$ cat src/rtl/agc_sequencer.sv
// agc_sequencer: program counter, instruction fetch and per-opcode micro-cycle
// sequencing for the AGC datapath. Every control output is a registered Moore output.
module agc_sequencer #(
    parameter logic [11:0] RESET_PC = 12'o2000,
    parameter logic [2:0]  ALU_ADD  = 3'd0,
    parameter logic [2:0]  ALU_AND  = 3'd1
) (
    input  logic        i_clk,
    input  logic        i_reset,
    input  logic        i_run,
    input  logic [15:0] i_mem_data,
    input  logic        i_acc_sign,
    input  logic        i_acc_zero,
    output logic [11:0] o_pc_addr,
    output logic [2:0]  o_alu_op,
    output logic [1:0]  o_maddr_mux,
    output logic [1:0]  o_a_mux,
    output logic [1:0]  o_x_mux,
    output logic [1:0]  o_y_mux,
    output logic [1:0]  o_z_mux,
    output logic [1:0]  o_q_mux,
    output logic        o_lp_mux,
    output logic        o_b_mux,
    output logic        o_lp_we,
    output logic        o_g_we,
    output logic        o_q_we,
    output logic        o_b_we,
    output logic        o_a_we,
    output logic        o_y_we,
    output logic        o_x_we,
    output logic        o_z_we,
    output logic        o_mem_we,
    output logic        o_busy,
    output logic        o_instr_done
);

    typedef enum logic [2:0] {
        S_IDLE, S_F0, S_F1, S_E0, S_E1, S_E2, S_E3
    } state_t;

    localparam logic [2:0] OP_TC    = 3'd0;
    localparam logic [2:0] OP_CCS   = 3'd1;
    localparam logic [2:0] OP_XCH   = 3'd3;
    localparam logic [2:0] OP_CS    = 3'd4;
    localparam logic [2:0] OP_TS    = 3'd5;
    localparam logic [2:0] OP_AD    = 3'd6;
    localparam logic [2:0] OP_MASK  = 3'd7;

    typedef struct packed {
        logic [2:0] alu_op;
        logic [1:0] maddr_mux;
        logic [1:0] a_mux;
        logic [1:0] x_mux;
        logic [1:0] y_mux;
        logic [1:0] z_mux;
        logic [1:0] q_mux;
        logic       lp_mux;
        logic       b_mux;
        logic       lp_we;
        logic       g_we;
        logic       q_we;
        logic       b_we;
        logic       a_we;
        logic       y_we;
        logic       x_we;
        logic       z_we;
        logic       mem_we;
        logic       busy;
        logic       instr_done;
    } ctrl_t;

    state_t      r_state;
    logic [14:0] r_ir;
    logic [11:0] r_pc;
    ctrl_t       r_ctrl;

    state_t      w_nextState;
    logic [14:0] w_nextIr;
    logic [11:0] w_nextPc;
    logic [11:0] w_skip;
    logic [2:0]  w_op;
    logic [1:0]  w_eIdx;
    logic        w_inExec;
    logic        w_isLast;
    logic        w_unused;

    function automatic logic [1:0] execIndex(input state_t s);
        case (s)
            S_E1:    execIndex = 2'd1;
            S_E2:    execIndex = 2'd2;
            S_E3:    execIndex = 2'd3;
            default: execIndex = 2'd0;
        endcase
    endfunction

    function automatic logic [1:0] lastIdx(input logic [2:0] op);
        case (op)
            OP_CCS, OP_CS:          lastIdx = 2'd2;
            OP_XCH, OP_AD, OP_MASK: lastIdx = 2'd3;
            default:                lastIdx = 2'd0;
        endcase
    endfunction

    // Control word for a given state/opcode; registered one cycle ahead of use.
    function automatic ctrl_t decode(input state_t s, input logic [2:0] op);
        ctrl_t      c;
        logic [1:0] e;
        c        = '0;
        c.alu_op = ALU_ADD;
        e        = execIndex(s);
        case (s)
            S_F0: c.busy = 1'b1;
            S_F1: begin
                c.busy = 1'b1;
                c.b_we = 1'b1;
            end
            S_E0, S_E1, S_E2, S_E3: begin
                c.busy       = 1'b1;
                c.instr_done = (e == lastIdx(op));
                case (op)
                    OP_CCS: begin
                        if (e == 2'd0) c.maddr_mux = 2'd1;
                        if (e == 2'd1) c.a_we = 1'b1;
                    end
                    OP_XCH: begin
                        case (e)
                            2'd0: c.maddr_mux = 2'd1;
                            2'd1: c.g_we = 1'b1;
                            2'd2: begin
                                c.maddr_mux = 2'd1;
                                c.mem_we    = 1'b1;
                            end
                            default: begin
                                c.a_we  = 1'b1;
                                c.a_mux = 2'd3;
                            end
                        endcase
                    end
                    OP_CS: begin
                        if (e == 2'd0) c.maddr_mux = 2'd1;
                        if (e == 2'd1) c.a_we = 1'b1;
                        if (e == 2'd2) begin
                            c.a_we  = 1'b1;
                            c.a_mux = 2'd2;
                        end
                    end
                    OP_TS: begin
                        c.maddr_mux = 2'd1;
                        c.mem_we    = 1'b1;
                    end
                    OP_AD, OP_MASK: begin
                        case (e)
                            2'd0: c.maddr_mux = 2'd1;
                            2'd1: begin
                                c.x_we  = 1'b1;
                                c.x_mux = 2'd3;
                                c.y_we  = 1'b1;
                                c.y_mux = 2'd0;
                            end
                            2'd2: c.alu_op = (op == OP_MASK) ? ALU_AND : ALU_ADD;
                            default: begin
                                c.a_we  = 1'b1;
                                c.a_mux = 2'd1;
                            end
                        endcase
                    end
                    default: ;
                endcase
            end
            default: ;
        endcase
        return c;
    endfunction

    assign w_unused = ^i_mem_data[15];

    always_comb begin
        w_op     = r_ir[14:12];
        w_eIdx   = execIndex(r_state);
        w_inExec = (r_state == S_E0) || (r_state == S_E1) ||
                   (r_state == S_E2) || (r_state == S_E3);
        w_isLast = w_inExec && (w_eIdx == lastIdx(w_op));
        // CCS skip: +nonzero=0, +0=1, -nonzero=2, -0=3
        w_skip   = {10'd0, i_acc_sign, i_acc_zero};
        w_nextIr = (r_state == S_F1) ? i_mem_data[14:0] : r_ir;
        w_nextPc = r_pc;
        if (w_isLast) begin
            case (w_op)
                OP_TC:   w_nextPc = r_ir[11:0];
                OP_CCS:  w_nextPc = r_pc + 12'd1 + w_skip;
                default: w_nextPc = r_pc + 12'd1;
            endcase
        end
        w_nextState = S_IDLE;
        case (r_state)
            S_IDLE:  w_nextState = i_run ? S_F0 : S_IDLE;
            S_F0:    w_nextState = S_F1;
            S_F1:    w_nextState = S_E0;
            S_E0:    w_nextState = S_E1;
            S_E1:    w_nextState = S_E2;
            S_E2:    w_nextState = S_E3;
            default: w_nextState = S_IDLE;
        endcase
        if (w_isLast) w_nextState = i_run ? S_F0 : S_IDLE;
    end

    always_ff @(posedge i_clk) begin
        if (i_reset) begin
            r_state <= S_IDLE;
            r_pc    <= RESET_PC;
            r_ir    <= '0;
            r_ctrl  <= decode(S_IDLE, 3'd0);
        end else begin
            r_state <= w_nextState;
            r_pc    <= w_nextPc;
            r_ir    <= w_nextIr;
            r_ctrl  <= decode(w_nextState, w_nextIr[14:12]);
        end
    end

    assign o_pc_addr    = r_pc;
    assign o_alu_op     = r_ctrl.alu_op;
    assign o_maddr_mux  = r_ctrl.maddr_mux;
    assign o_a_mux      = r_ctrl.a_mux;
    assign o_x_mux      = r_ctrl.x_mux;
    assign o_y_mux      = r_ctrl.y_mux;
    assign o_z_mux      = r_ctrl.z_mux;
    assign o_q_mux      = r_ctrl.q_mux;
    assign o_lp_mux     = r_ctrl.lp_mux;
    assign o_b_mux      = r_ctrl.b_mux;
    assign o_lp_we      = r_ctrl.lp_we;
    assign o_g_we       = r_ctrl.g_we;
    assign o_q_we       = r_ctrl.q_we;
    assign o_b_we       = r_ctrl.b_we;
    assign o_a_we       = r_ctrl.a_we;
    assign o_y_we       = r_ctrl.y_we;
    assign o_x_we       = r_ctrl.x_we;
    assign o_z_we       = r_ctrl.z_we;
    assign o_mem_we     = r_ctrl.mem_we;
    assign o_busy       = r_ctrl.busy;
    assign o_instr_done = r_ctrl.instr_done;

endmodule

$ cat config.mk
export PLATFORM = sky130hd
export DESIGN_NAME = agc_sequencer
export DESIGN_NICKNAME = d
export VERILOG_FILES = /design/src/rtl/agc_sequencer.sv
export SDC_FILE = /design/constraint.sdc
export NUM_CORES = 1
export LEC_CHECK = 0
export CORE_MARGIN = 2
export CORE_UTILIZATION = 45
export CTS_BUF_LIST = sky130_fd_sc_hd__clkbuf_16
export DETAILED_ROUTE_END_ITERATION = 12
export PLACE_DENSITY = 0.76
export SLEW_MARGIN = 20
export SYNTH_ARGS = -nofsm -noshare
export SYNTH_HDL_FRONTEND = slang
export SYNTH_SLANG_ARGS = --single-unit
export TNS_END_PERCENT = 100
$ cat constraint.sdc
create_clock -name i_clk -period 2 [get_ports i_clk]
set_input_delay 0.4 -clock i_clk [delete_from_list [all_inputs] [get_ports i_clk]]
set_output_delay 0.4 -clock i_clk [all_outputs]
set_load 0.01 [all_outputs]
* Yosys cells after proc, flatten, opt, wreduce, memory -nomap -nowiden
Index checks and enable logic that the tools add are counted.
** Word-level totals
- Output and inout port bits :: 40
- Flip-flop bits (word level) :: 58
- Input bits :: 21
** Operators by class
- $add $sub $neg :: 2
- Reductions and logical operators :: 21
- Eq/ne operators :: 27
- Muxes and demuxes :: 30
- Bitwise logic cells :: 4
** Operator list (count)
- == test 3 bit (second input constant) :: 13
- one-hot mux 12 bit (2 select lines) :: 1
- one-hot mux 2 bit (3 select lines) :: 4
- == test 3 x 2 -> 1 bit (second input constant) :: 6
- one-hot mux 3 bit (6 select lines) :: 1
- two-way mux 15 bit :: 1
- OR reduction 3 bit :: 5
- adder 12 x 1 -> 12 bit (second input constant) :: 1
- adder 12 x 2 -> 12 bit :: 1
- == test 3 x 1 -> 1 bit (second input constant) :: 4
- two-way mux 2 bit :: 6
- OR reduction 4 bit :: 3
- two-way mux 1 bit :: 11
- OR reduction 2 bit :: 5
- one-hot mux 2 bit (2 select lines) :: 2
- logical NOT 3 bit :: 2
- OR reduction 6 bit :: 1
- == test 2 bit :: 2
- two-way mux 4 bit :: 1
- NOT 1 bit :: 4
- logical OR 1 bit :: 3
- two-way mux 3 bit :: 1
- one-hot mux 1 bit (3 select lines) :: 1
- == test 2 x 1 -> 1 bit (second input constant) :: 1
- 4 further kinds :: 4

* Longest topological paths before layout
Gate-level depths: netlist of run 1.
- Depth after elaboration :: 13
- Mapped depth :: 9
- Gate-level depth less buffers :: 9

* Least setup slack after synthesis of run 1
OpenSTA, ideal clock, no wires.
- Path kind :: register to register
- Start point :: register r_pc[1] (netlist: o_pc_addr[1])
- End point :: register r_pc[11] (netlist: o_pc_addr[11])
- Setup time :: 0.062 ns
- Data arrival time :: 2.099 ns
- Clock period less this slack :: 2.161 ns
- Setup slack :: -0.161 ns
- Buffers on the path :: 0
- Cell stages (with the launch flop) :: 9
- Cells stage by stage :: dfxtp_1 ha_1 ha_1 a21oi_1 nor2_1 a21boi_1 nand3_1 or3_1 nand3_1
** On the way
- Longest elaborated chain between the ends :: 3
** Ends and longest elaborated chain
- from (decl) :: line 74 : logic [11:0] r_pc;
- from (signal assigned) :: line 215 : r_pc <= w_nextPc;
- adder 12 x 1 -> 12 bit * :: line 190, 191
- adder 12 x 2 -> 12 bit :: line 190 : OP_CCS: w_nextPc = r_pc + 12'd1 + w_skip;
- one-hot mux 12 bit (2 select lines) * :: line 188 : case (w_op)
Every way passes the cells marked *; elsewhere a longest branch is shown, timed or not.
A chain may end at the register's enable or synchronous reset.

* Worst setup path in the final report of run 1
- Start point :: register r_pc[0] (netlist: o_pc_addr[0])
- End point :: register r_pc[6] (netlist: o_pc_addr[6])
Same word-level chain as after synthesis.

==> results.py, run 1 <==
metrics = {
    "clocking": {
        "clock_path_buffers": 2,
        "cts_buffers": 5,
        "root_buffer": "clkbuf_16",
        "cts_hold_buf": 0,
        "clk_pin_slew_ns": 0.06,
        "cts_max_level": 2,
        "clock_sinks": 41,
        "clk_latency_ns": 0.29,
        "cts_tree": "done",
    },
    "hold_path": {
        "hold_class": "reg -> reg",
        "hp-start": "r_ir[10]$_SDFFE_PP0N_",
    },
    "die": {
        "core-area_um2": 5920,
        "dieArea_um2": 6770,
        "placementRows": 28,
        "io_pins": 61,
        "start_util_pct": 46.6,
        "die_h_um": 82.3,
        "fp.dieW_um": 82.3,
    },
    "yosys": {
        "synthMuxAreaShare_pct": 2.63,
        "synth_fa_ha_area_share_pct": 3.90,
        "yosys_warnings": 0,
        "synth_xor_area_share_pct": 5.08,
        "synth_edf_count": 0,
        "yosysSeqAreaShare_pct": 29.8,
        "async_flop_share_pct": 0,
        "synth-seq-cells": 41,
        "synth.distinct_cells": 64,
        "ys.flop_type": "dfxtp_1",
        "synth_compound_area_share_pct": 21.1,
        "syn_area_per_cell_um2": 7.49,
        "syn_area_um2": 2760,
        "synthSimpleGateAreaFrac_pct": 27.1,
        "synth_top_family_by_area": "simple AND/OR/NAND/NOR gates",
        "synthCells": 368,
    },
    "pwr": {
        "p_sw_share_pct": 29.3,
        "power_density_nw_per_um2": 575,
        "p_int_mw": 1.54,
        "pwr-share-comb_pct": 22.5,
        "p_total_mw": 2.17,
        "p_leak_nw": 1.39,
        "pwr-share-clk_pct": 36.7,
        "p_switching_mw": 0.637,
        "peakVddDrop_mv": 0.503,
        "p_seq_share_pct": 40.8,
    },
    "global_routing": {
        "first_global_vias": 2490,
        "grt_max_degree": 25,
        "overflow": 0,
        "grt_usage_pct": 22.3,
        "grt_pass1_wl_um": 11700,
        "antenna_found_initial": 0,
    },
    "timing": {
        "post-route-min-period_ns": 1.99,
        "fmax_mhz": 503,
        "hold_violations": 0,
        "grt_setup_unrepaired": "yes",
        "fin_hold_ws_ns": 0.454,
        "finalClockSkew_ns": 0.00495,
        "finalMaxSlewViolations": 0,
        "fin_crit_sh_pct": 99.5,
        "setup_viol": 0,
        "finalSetupTns_ns": 0,
    },
    "worst_setup_path": {
        "worstReg2RegStart": "o_pc_addr[0]$_SDFFE_PP0P_",
        "rr_endpoint": "o_pc_addr[6]$_SDFFE_PP0P_",
        "r2r_slack_ns": 0.01,
        "crit_arrival_ns": 2.18,
        "critPathSlowestCell": "fa_2",
        "endpoint": "o_pc_addr[6]$_SDFFE_PP0P_",
        "crit_type": "reg -> reg",
        "critPathMaxFanout": 7,
        "critPathMaxStageDelay_ns": 0.41,
        "endpoint_kind": "flop",
        "startpoint_type": "flop",
        "path_cells": "buf_6 -> inv_4 -> ha_2 -> inv_1 -> fa_2 -> nor2_4 -> and4_1 -> o21ai_1 -> a311oi_1",
        "r2r_cells": 9,
        "crit_start": "o_pc_addr[0]$_SDFFE_PP0P_",
        "worst_ep_required_time_ns": 2.19,
    },
    "finish": {
        "layout-drive-gt1-share_pct": 21.3,
        "insertedDiodeCount": 0,
        "syn_to_final_growth_pct": 37.1,
        "mostFrequentLayoutCell": "nand2_1",
        "final_nets": 465,
        "final_cell_mix": "nand2_1, clkdlybuf4s50_1, buf_4",
        "final_core_util_pct": 63.8,
    },
    "placement": {
        "numPortBuffers": 45,
        "place_congestion": 0.924,
        "hpwl_um": 5240,
    },
    "detailed_routing": {
        "vias": 2904,
        "viasPerCell": 5.67,
        "drtIter0Drc": 291,
        "drtAntennaViolNets": 0,
        "routed_wl_um": 7560,
        "drc": 0,
        "dr.pass1.iters": 5,
        "routedWlPerCell_um": 14.8,
    },
    "run": {
        "drv_cap": 0,
    },
    "run_status": {
        "status": "complete, no violations",
    },
}
worst max-delay path, delay by kind of cell (launching register included):
kind	cells	cell delay, ns
simple gates	2	0.37
compound gates	2	0.33
flops	1	0.34
fa+ha+maj	2	0.59
buf+inv	3	0.25
power by group through the flow:
stage | clock network [mW] | logic, mW | registers [mW]
floorplan | 0 | 0.289 | 0.901
global placement | 0 | 0.450 | 0.900
detailed placement | 0 | 0.456 | 0.901
CTS | 0.806 | 0.468 | 0.886
global route | 0.830 | 0.533 | 0.891
finish | 0.798 | 0.489 | 0.886
layer usage:
| metal | up-vias | wire length, um | track usage (%) |
|---|---|---|---|
| li1 | 1404 | - | - |
| met1 | 1336 | 3280 | 30.8 |
| met2 | 149 | 3440 | 35.0 |
| met3 | 15 | 709 | 4.57 |
| met4 | 0 | 133 | 6.83 |
| met5 | - | 0 | 0 |
synth_stat cells, types with 3 or more instances:
master | count | area [um^2]
or3_1 | 4 | 25.0
a211oi_1 | 4 | 30.0
mux2i_1 | 5 | 50.1
nand2b_1 | 4 | 25.0
a311oi_1 | 5 | 43.8
nor2_1 | 36 | 135
o21a_1 | 3 | 22.5
ha_1 | 7 | 87.6
clkbuf_1 | 14 | 52.6
and4_1 | 3 | 26.3
nand4_1 | 3 | 18.8
dfxtp_1 | 41 | 821
nor4_1 | 3 | 18.8
nand3_1 | 11 | 55.1
nor3_1 | 13 | 65.1
and2_1 | 3 | 18.8
a21oi_1 | 31 | 155
buf_2 | 10 | 50.1
inv_1 | 12 | 45.0
o21ai_1 | 10 | 50.1
nand2_1 | 47 | 176
xnor2_1 | 11 | 96.3
buf_4 | 17 | 128
nor3b_1 | 3 | 22.5
xor2_1 | 5 | 43.8
nor2b_1 | 5 | 31.3
o21ai_0 | 5 | 25.0
a31oi_1 | 4 | 25.0
and3_1 | 5 | 31.3
per-stage QoR:
stage / instance area, um^2 / cells / setup slack (ns)
global placement: 3470 / 500 / -0.343
finish: 3780 / 512 / 0.0102
global route: 3780 / 512 / -0.104
floorplan: 2830 / 381 / 0.00629
detailed placement: 3470 / 500 / -0.419
CTS: 3660 / 508 / 0.00801
cells by family (layout without fill, tap and decap cells):
group	count (synthesis)	after routing
adders and majority gates	8	8
and+or+nand+nor	152	152
buffers and inverters	55	111
other	1	14
AOI/OAI and AO/OA	88	88
DFF	41	41
xor gates and xnor gates	16	16
muxes	7	7
how the worst min path moves through the flow:
| stage | to | slack (ns) | cells after the start |
|---|---|---|---|
| after floorplan | r_ir[4]$_SDFFE_PP0N_ | 0.43 | 2 |
| after global placement | r_ir[10]$_SDFFE_PP0N_ | 0.44 | 2 |
| after detailed placement | r_ir[10]$_SDFFE_PP0N_ | 0.45 | 2 |
| after CTS | r_ir[10]$_SDFFE_PP0N_ | 0.46 | 2 |
| after global routing | r_ir[10]$_SDFFE_PP0N_ | 0.48 | 2 |
| final | r_ir[10]$_SDFFE_PP0N_ | 0.45 | 2 |
area by class of cell:
type | count | area [um^2]
fill | 482 | 2140
multi-input combinational | 285 | 1850
sequential | 41 | 835
timing repair buffer | 91 | 815
clock buffer | 5 | 125
tap | 75 | 93.8
inverter | 12 | 47.5
clock inverter | 3 | 18.8
sequential cells by signal, indices dropped and copies added (netlist names):
name	count
o_a_mux	2
o_a_we	1
o_alu_op	1
o_b_we	1
o_busy	1
o_g_we	1
o_instr_done	1
o_maddr_mux	1
o_mem_we	1
o_pc_addr	12
o_x_mux	1
r_ir	15
r_state	3
what timing repair did:
action / in CTS / in global routing
pin swaps: 4 / 10
endpoints found under the setup margin: 8 / 10
buffers inserted: 0 / 4
gates resized for setup: 15 / 24
hold endpoints to repair: 0 / 0
Note: power is estimated with default switching activity, not from simulation.
==> inputs of run 2 (changes only) <==
--- a/config.mk
+++ b/config.mk
@@ -5,11 +5,13 @@
 export SDC_FILE = /design/constraint.sdc
 export NUM_CORES = 1
 export LEC_CHECK = 0
+export ABC_AREA = 1
+export ABC_CLOCK_PERIOD_IN_PS = 2000
 export CORE_MARGIN = 2
 export CORE_UTILIZATION = 45
 export CTS_BUF_LIST = sky130_fd_sc_hd__clkbuf_16
 export DETAILED_ROUTE_END_ITERATION = 12
-export PLACE_DENSITY = 0.76
+export PLACE_DENSITY = 0.77
 export SLEW_MARGIN = 20
 export SYNTH_ARGS = -nofsm -noshare
 export SYNTH_HDL_FRONTEND = slang
==> run 2 against run 1 <==
  * The run now ends with setup timing left
  * Final cell count is 6.3% higher
  * Critical path depth is 6 higher
  * Highest routed layer unchanged
  * Clock skew is 0.0032 ns higher
  * Die area is 4.1% lower
  * Utilization is 2.3 points higher
==> results.py, run 2 <==
metrics = {
    "yosys": {
        "synth_common_cells": "nand2_1, inv_1, dfxtp_1",
        "synth_area_leaders": "dfxtp_1, nand2_1, inv_1, o21ai_0, a21oi_1",
        "yosysSeqAreaShare_pct": 31.1,
        "syn_area_per_cell_um2": 6.68,
        "synth-seq-cells": 41,
        "synth_top_area_share_pct": 31.1,
        "ys.flop_type": "dfxtp_1",
        "async_flop_share_pct": 0,
        "yosys_warnings": 0,
        "synthCells": 395,
        "synth.distinct_cells": 35,
        "synth_edf_count": 0,
        "syn_area_um2": 2640,
        "synth_most_common_cell": "nand2_1",
        "synth_area_leader_cell": "dfxtp_1",
    },
    "timing": {
        "grt_setup_unrepaired": "yes",
        "fin_crit_sh_pct": 102,
        "hold_violations": 0,
        "post-route-min-period_ns": 2.05,
        "timing.final.ws_setup_ns": -0.0456,
        "fmax_mhz": 489,
        "finalClockSkew_ns": 0.00811,
        "setup_viol": 1,
        "finalMaxSlewViolations": 0,
    },
    "finish": {
        "syn_to_final_growth_pct": 39.7,
        "final_core_util_pct": 66.1,
        "final_cell_mix": "nand2_1, inv_1, clkdlybuf4s50_1",
        "final_nets": 500,
        "layout-drive-gt1-share_pct": 24.2,
        "insertedDiodeCount": 0,
        "mostFrequentLayoutCell": "nand2_1",
        "regMostFlops": "r_ir",
        "largest_reg_flops": 15,
    },
    "detailed_routing": {
        "drtIter0Drc": 291,
        "top_layer": "met4",
        "drc": 0,
        "met2_length_um": 3910,
        "vias": 2917,
        "drtAntennaViolNets": 0,
        "met3_length_um": 503,
        "viasPerCell": 5.36,
        "routedWlPerCell_um": 14.3,
        "wl_met1_um": 3190,
        "routed_wl_um": 7770,
        "dr.pass1.iters": 6,
    },
    "worst_setup_path": {
        "crit_start": "r_state[0]$_SDFF_PP0_",
        "r2r_slack_ns": -0.05,
        "endpoint_kind": "flop",
        "worst_ep_required_time_ns": 2.17,
        "crit_type": "reg -> reg",
        "crit_arrival_ns": 2.22,
        "critPathMaxFanout": 5,
        "startpoint_type": "flop",
        "rr_endpoint": "o_a_mux[1]$_SDFF_PP0_",
        "r2r_cells": 15,
        "worstReg2RegStart": "r_state[0]$_SDFF_PP0_",
    },
    "global_routing": {
        "grt_pass1_wl_um": 11400,
        "overflow": 0,
        "first_global_vias": 2605,
        "antenna_found_initial": 0,
        "grt_usage_pct": 22.4,
        "grt_max_degree": 26,
    },
    "clocking": {
        "clk_latency_ns": 0.28,
        "clock_sinks": 41,
        "root_buffer": "clkbuf_16",
        "cts_buffers": 5,
        "clk_pin_slew_ns": 0.06,
        "clock_path_buffers": 2,
        "cts_tree": "done",
        "cts_max_level": 2,
    },
    "placement": {
        "place_ws_ns": -0.449,
        "hpwl_um": 4950,
        "place_congestion": 0.847,
        "numPortBuffers": 45,
    },
    "run_status": {
        "status": "finished, violations left",
        "violations": "setup timing",
    },
    "hold_path": {
        "hp-start": "r_ir[6]$_SDFFE_PP0N_",
        "whs_path_depth": 2,
        "hold_class": "reg -> reg",
        "min_to": "r_ir[6]$_SDFFE_PP0N_",
    },
    "die": {
        "core-area_um2": 5570,
        "placementRows": 27,
        "dieArea_um2": 6490,
        "io_pins": 61,
        "die_h_um": 80.6,
        "fp.dieW_um": 80.6,
        "start_util_pct": 47.3,
    },
    "pwr": {
        "power_density_nw_per_um2": 1030,
        "p_total_mw": 3.81,
        "peakVddDrop_mv": 0.700,
        "p_leak_nw": 1.56,
    },
    "run": {
        "drv_cap": 0,
    },
}
## run 2: how the worst max path moves through the flow
stage / endpoint / slack, ns / cells after the start
final: o_a_mux[1]$_SDFF_PP0_ / -0.05 / 15
after global routing: o_a_mux[1]$_SDFF_PP0_ / -0.16 / 15
after CTS: o_pc_addr[10]$_SDFFE_PP1P_ / 0.001 / 11
after detailed placement: o_pc_addr[10]$_SDFFE_PP1P_ / -0.45 / 12
after global placement: o_pc_addr[10]$_SDFFE_PP1P_ / -0.39 / 12
after floorplan: o_pc_addr[10]$_SDFFE_PP1P_ / 0.04 / 11
## run 2: cell type report
| cell class | count | area (um^2) |
|---|---|---|
| flip-flops and latches | 41 | 845 |
| inverters | 61 | 234 |
| clock inverters | 3 | 37.5 |
| well taps | 72 | 90.1 |
| fillers | 449 | 1890 |
| repair buffers | 82 | 733 |
| multi-input cells | 280 | 1620 |
| clock buffers | 5 | 125 |
## run 2: cells by family after synthesis
logic type / synth area share [%]
compound gates: 19.2
buf+inv: 15.8
simple gates: 29.7
flops: 31.1
fa+ha+maj: 4.08
other cells: 0.142
## run 2: metrics by stage
stage          area [um^2]  setup TNS (ns)  hold slack, ns  instances
3_5_place_dp          3240           -2.43           0.438        526
4_1_cts               3480               0           0.447        537
5_1_grt               3690          -0.692           0.469        544
6_report              3690         -0.0456           0.453        544
2_1_floorplan         2690               0           0.424        408
3_3_place_gp          3240           -1.87           0.440        526
## run 2: critical path, stage by stage (launching register included)
cell	delay, ns
dfxtp_4	0.37
inv_2	0.06
nand3_1	0.09
nand2_1	0.11
nand2_1	0.07
inv_1	0.09
nor2_2	0.05
nand2_2	0.14
nand2_2	0.10
nor2_4	0.11
nand2_4	0.06
nand2_4	0.09
inv_1	0.07
ha_2	0.22
a32oi_1	0.23
nor2_1	0.08
## run 2: repair_timing
item                       in CTS  in global routing
setup buffers                   3                  7
gates cloned                    0                  0
setup endpoints to repair       9                 15
gates resized for setup        18                 47
pin swaps                       7                 14
hold buffers                    0                  0
## run 2: layer usage
metal,global-route usage (%),up-vias
li1,-,1410
met1,28.2,1339
met2,37.8,147
met3,3.26,21
met4,10.0,0
met5,0,-
## run 2: power by group
| group | internal, mW | switching [mW] | total [mW] | leakage [nW] |
|---|---|---|---|---|
| logic | 0.699 | 1.06 | 1.76 | 1.14 |
| registers | 0.993 | 0.155 | 1.15 | 0.338 |
| clock network | 0.580 | 0.319 | 0.899 | 0.0826 |
| total | 2.27 | 1.53 | 3.81 | 1.56 |
==> inputs of run 3 (changes only) <==
--- a/config.mk
+++ b/config.mk
@@ -7,6 +7,7 @@
 export LEC_CHECK = 0
 export ABC_AREA = 1
 export ABC_CLOCK_PERIOD_IN_PS = 2000
+export CAP_MARGIN = 20
 export CORE_MARGIN = 2
 export CORE_UTILIZATION = 45
 export CTS_BUF_LIST = sky130_fd_sc_hd__clkbuf_16
==> results of run 3 <==
The final DEF is identical to that of run 2; final timing and power are the same.
==> variant 1 (flow settings as in run 3) <==
Encoding of `state_t`: now one-hot (7 bits for 7 states).
--- a/src/rtl/agc_sequencer.sv
+++ b/src/rtl/agc_sequencer.sv
@@ -34,8 +34,8 @@
     output logic        o_instr_done
 );
 
-    typedef enum logic [2:0] {
-        S_IDLE, S_F0, S_F1, S_E0, S_E1, S_E2, S_E3
+    typedef enum logic [6:0] {
+        S_IDLE = 7'b0000001, S_F0 = 7'b0000010, S_F1 = 7'b0000100, S_E0 = 7'b0001000, S_E1 = 7'b0010000, S_E2 = 7'b0100000, S_E3 = 7'b1000000
     } state_t;
 
     localparam logic [2:0] OP_TC    = 3'd0;
Behaviour: same outputs for any inputs over 10 cycles, from zero or initial values and one cycle with i_reset high; not proved beyond that.
==> variant 1 against run 3 <==
The flow still finishes with violations (negative setup slack); design area rose by 1.6%; sequential cell count grew 4; clock skew shrank 2.0 ps; first-iteration DRC count shrank 35%; area after synthesis is 9.9% higher; setup slack improved by 37 ps; wire length decreased by 6.7%; largest cell class unchanged.
Power is not compared: it rests on default switching activity, and its combinational part moved more than twofold at a synthesized area within 25%.
==> variant 1: results (changes against run 3) <==
yosys_warnings: 0  # unchanged
drtIter0Drc: 188  # -35%
ys_top_cells_by_area: "dfxtp_1, nand2_1, nor2_1"
violations: "negative setup slack"
numCtsBuffers: 5  # unchanged
placed_area_mm2: 0.003413  # +5.2%
drive_above_1_share_pct: 20.45  # -3.7 points
grt_max_degree: 19  # -27%
power.leakage_nw: 1.532
p_int_w: 0.001414
finalSetupViolCount: 1  # unchanged
holdPathStages: 2  # unchanged
grt_pass1_vias: 2797  # +7.4%
yosysSeqAreaShare_pct: 31.07  # about the same
drt_first_pass_iters: 4  # -2
hpwl_mm: 5.247  # +5.9%
multi_input_area_mm2: 0.001772  # +9.3%
synthTopCellsByCount: "nand2_1, nor2_1, inv_1, dfxtp_1, nand3_1"
regMostFlops: "r_ir"
outcome: "finished, violations left"
grt_pass1_wl_mm: 11.70  # +2.4%
irDropWorstVdd_v: 0.0003125
p_seq_share_pct: 50.1
async_flop_share_pct: 0  # unchanged
port_buffers: 45  # unchanged
antenna_found_initial: 0  # unchanged
crit_fanout: 3  # -2
finalWorstSetupSlack_ps: -8.703  # +36.92 ps
cpLargestDelayFamily: "adder cells"
fin_nets: 522  # +4.4%
critPathArrivalTime_ps: 2180  # -40 ps
worstSkewPairLatency_ps: 280  # about the same
routedWlPerCell_um: 12.68  # -11%
grt_usage_pct: 19.64  # -2.8 points
yosysUniqueCellTypes: 43  # +23%
vias: 2955  # +1.3%
skew_ps: 6.144  # -1.962 ps
ctsLongestPathBuffers: 2  # unchanged
r2r_cells: 10  # -5
fillers: 585  # +30%
antenna_cells: 0  # unchanged
htree_levels: 2  # unchanged
place.gp.congestion: 0.9182  # +8.4%
largest_reg_flops: 15  # unchanged
## variant 1: path summary, 6_finish.rpt
| kind | from | slack, ps | end |
|---|---|---|---|
| worst max register to register | o_pc_addr[0] | -9 | o_pc_addr[4] |
| worst min-delay path | r_ir[7] | 460 | r_ir[7] |
| worst max-delay path | o_pc_addr[0] | -9 | o_pc_addr[4] |
| worst min register to register | r_ir[7] | 460 | r_ir[7] |
## variant 1: stage by stage
stage	setup TNS [ps]	power [W]	hold slack (ps)	setup slack, ps	instances
2_1_floorplan	0	0.001002	424.7	49.75	448
3_3_place_gp	-1802	0.001039	447.2	-338.8	557
3_5_place_dp	-2281	0.001040	450.9	-409.0	557
4_1_cts	-42.97	0.001821	460.8	-35.79	568
5_1_grt	-77.15	0.001872	489.4	-65.38	571
6_report	-8.703	0.001805	458.4	-8.703	571
## variant 1: cell families after synthesis
logic type	after synthesis	share of synthesized area [%]
adder cells (fa/ha/maj)	8	3.712
AND/OR/NAND/NOR	221	36.12
buffers and inverters	88	14.33
other	1	0.1294
AO/OA/AOI/OAI	72	14.63
flip-flops	45	31.07
## variant 1: layout make-up
cell class	count	share of cell area, %
Clock buffer	5	3.341
Clock inverter	3	0.3675
Inverter	64	6.649
Multi-Input combinational cell	315	47.31
Sequential cell	45	24.29
Tap cell	77	2.573
Timing Repair Buffer	62	15.47
## variant 1: timing repair
| action | CTS | global route |
|---|---|---|
| pin swaps | 9 | 11 |
| hold buffers | 0 | 0 |
| buffers inserted | 3 | 3 |
| resized for setup | 12 | 35 |
| endpoints found under the setup margin | 3 | 14 |
## variant 1: metal layers
layer  vias up  share of wire [%]  GRT usage, %
li1       1482                  -             -
met2        88                 51         35.93
met4         0                1.8         7.478
met1      1370                 42         22.97
met5         -                  0             0
met3        15                4.9         2.950
==> variant 2 (settings of run 3) <==
Made on the original files. Change the parameter `RESET_PC` from 12'o2000 to 768.
--- a/src/rtl/agc_sequencer.sv
+++ b/src/rtl/agc_sequencer.sv
@@ -1,7 +1,7 @@
 // agc_sequencer: program counter, instruction fetch and per-opcode micro-cycle
 // sequencing for the AGC datapath. Every control output is a registered Moore output.
 module agc_sequencer #(
-    parameter logic [11:0] RESET_PC = 12'o2000,
+    parameter logic [11:0] RESET_PC = 768,
     parameter logic [2:0]  ALU_ADD  = 3'd0,
     parameter logic [2:0]  ALU_AND  = 3'd1
 ) (
Formal check against the unedited RTL: not equivalent (Yosys sat finds a counterexample within 4 cycles, from zero or initial values and one cycle with i_reset high).
==> variant 2 against run 3 <==
Highest routed layer unchanged; count of clock-buffer cells in the layout is the same; wire length shrank 5.1%; design area grew 2.3%; area after synthesis grew 0.52%; non-clock buffer count grew 3; largest power group unchanged; setup slack gained 54 ps; sequential cell count is the same; largest cell class unchanged; critical path type unchanged; power grew 4.2%.
==> variant 2: results (changes against run 3) <==
placed_area_mm2: 0.003276  # +1.0%
synthTopCellsByCount: "nand2_1, inv_1, dfxtp_1, nor2_1, o21ai_0"
ys_top_cells_by_area: "dfxtp_1, nand2_1, inv_1"
yosysUniqueCellTypes: 40  # +14%
p_int_w: 0.002366  # +4.2%
place.gp.congestion: 0.9123  # +7.7%
antenna_cells: 0  # unchanged
stdcell_count: 546  # +0.37%
hold_ws_ps: 443.0  # -9.929 ps
slowest_delay_ps: 370  # about the same
port_buffers: 45  # unchanged
clk_pin_slew_ps: 60  # about the same
synth_xor_area_share_pct: 0.6604  # +0.66 points
largest_reg_flops: 15  # unchanged
grt_usage_pct: 22.36  # -0.053 points
drtIter0Drc: 160  # -45%
r2r_end: "o_pc_addr[8]"
placed_cells: 526  # unchanged
htree_levels: 2  # unchanged
grt_pass1_vias: 2601  # -0.15%
min_from: "r_ir[4]"
grt_max_degree: 25  # -3.8%
grt_pass1_wl_mm: 11.47  # +0.30%
cpLargestDelayFamily: "simple AND/OR/NAND/NOR gates"
drive_above_1_share_pct: 27.00  # +2.9 points
outcome: "finished, final reports clean"
skew_ps: 4.976  # -3.130 ps
worstSkewPairLatency_ps: 290
crit_fanout: 4  # -1
routedWlPerCell_um: 13.49  # -5.5%
hp-class: "reg2reg"
drt_first_pass_iters: 4  # -2
numCtsBuffers: 5  # unchanged
hold_end: "r_ir[4]"
synth_compound_area_share_pct: 17.59  # -1.6 points
fillers: 451  # +0.45%
regToRegStartpoint: "o_pc_addr[0]"
hpwl_mm: 4.925  # -0.57%
root_buffer: "clkbuf_16"
irDropWorstVdd_v: 0.0006686  # -4.5%
yosysSeqAreaShare_pct: 30.94  # -0.16 points
synth_fa_ha_area_share_pct: 4.057  # -0.021 points
post_drt_via_cell_ratio: 5.139  # -4.2%
r2r_slack_ps: 8  # +50 ps
fin_nets: 502  # +0.40%
critPathArrivalTime_ps: 2170  # -50 ps
power.leakage_nw: 1.654  # +5.8%
-- variant 2: changes by cell type after synthesis, moves of 3 or more --
cell and delta:
nand2_1 +5, nand2_2 -5, inv_2 -8, nand2_4 +3
nor2_2 -4, inv_1 +10
-- variant 2: through the flow --
stage                     total power (W)  setup slack [ps]
after global placement           0.002683            -329.6
after detailed placement         0.002732            -372.8
after floorplan                  0.002180             25.42
after CTS                        0.003676            -11.84
final                            0.003965             8.010
after global routing             0.004226            -126.7
-- variant 2: worst register-to-register path, cell delays in order, from the launching register on --
cell     delay [ps]
dfxtp_4         370
ha_4            280
inv_2            40
fa_2            370
inv_2            70
nand2_2          60
inv_2            80
nand3_2          90
nor2_2          110
nand2_1          70
nand2_2          70
nand2_1          60
nand2_1          70
nand2_1          50
nand2_1          60
nand2_1          50
-- variant 2: area by class of cell --
type	instances	area (um2)	share of cell area, %
inverter	65	251.5	6.667
sequential	41	835.8	22.16
clock buffer	5	125.1	3.317
timing repair buffer	85	772.0	20.46
tap	72	90.09	2.388
clock inverter	3	41.29	1.095
multi-input combinational	275	1657	43.91
-- variant 2: kinds of logic (layout without fill, tap and decap cells) --
group,Yosys count,in the layout
adder cells (fa/ha/maj),8,8
buffers and inverters,92,158
AND/OR/NAND/NOR,169,169
AO/OA/AOI/OAI,82,82
other,1,14
flip-flops,41,41
XOR/XNOR,2,2
-- variant 2: how the worst max path moves through the flow --
stage,from,end,slack (ps),cells past startpoint
after floorplan,o_pc_addr[0],o_pc_addr[8],30,15
after global placement,i_acc_zero,o_pc_addr[8],-330,16
after detailed placement,i_acc_zero,o_pc_addr[8],-370,16
after CTS,r_ir[14],o_a_we,-10,15
after global routing,o_pc_addr[0],o_pc_addr[8],-130,15
final,o_pc_addr[0],o_pc_addr[8],8,15
-- variant 2: routing by layer --
| metal | GRT usage, % | wire length, um | vias to the layer above |
|---|---|---|---|
| met2 | 39.17 | 3741 | 101 |
| met5 | 0 | 0 | - |
| li1 | - | - | 1387 |
| met4 | 8.305 | 187 | 0 |
| met3 | 4.333 | 366 | 21 |
| met1 | 27.23 | 3072 | 1297 |
-- variant 2: power by group through the flow --
| stage | registers (W) | clock network (W) | logic (W) |
|---|---|---|---|
| global placement | 0.00110 | 0 | 0.00158 |
| global route | 0.00113 | 0.000949 | 0.00214 |
| detailed placement | 0.00111 | 0 | 0.00163 |
| CTS | 0.00110 | 0.000913 | 0.00167 |
| finish | 0.00112 | 0.000911 | 0.00194 |
| floorplan | 0.00112 | 0 | 0.00106 |
-- variant 2: timing repair --
action | CTS | global route
buffers inserted | 2 | 10
resized for setup | 19 | 55
setup endpoints to repair | 14 | 15
pin swaps | 3 | 22
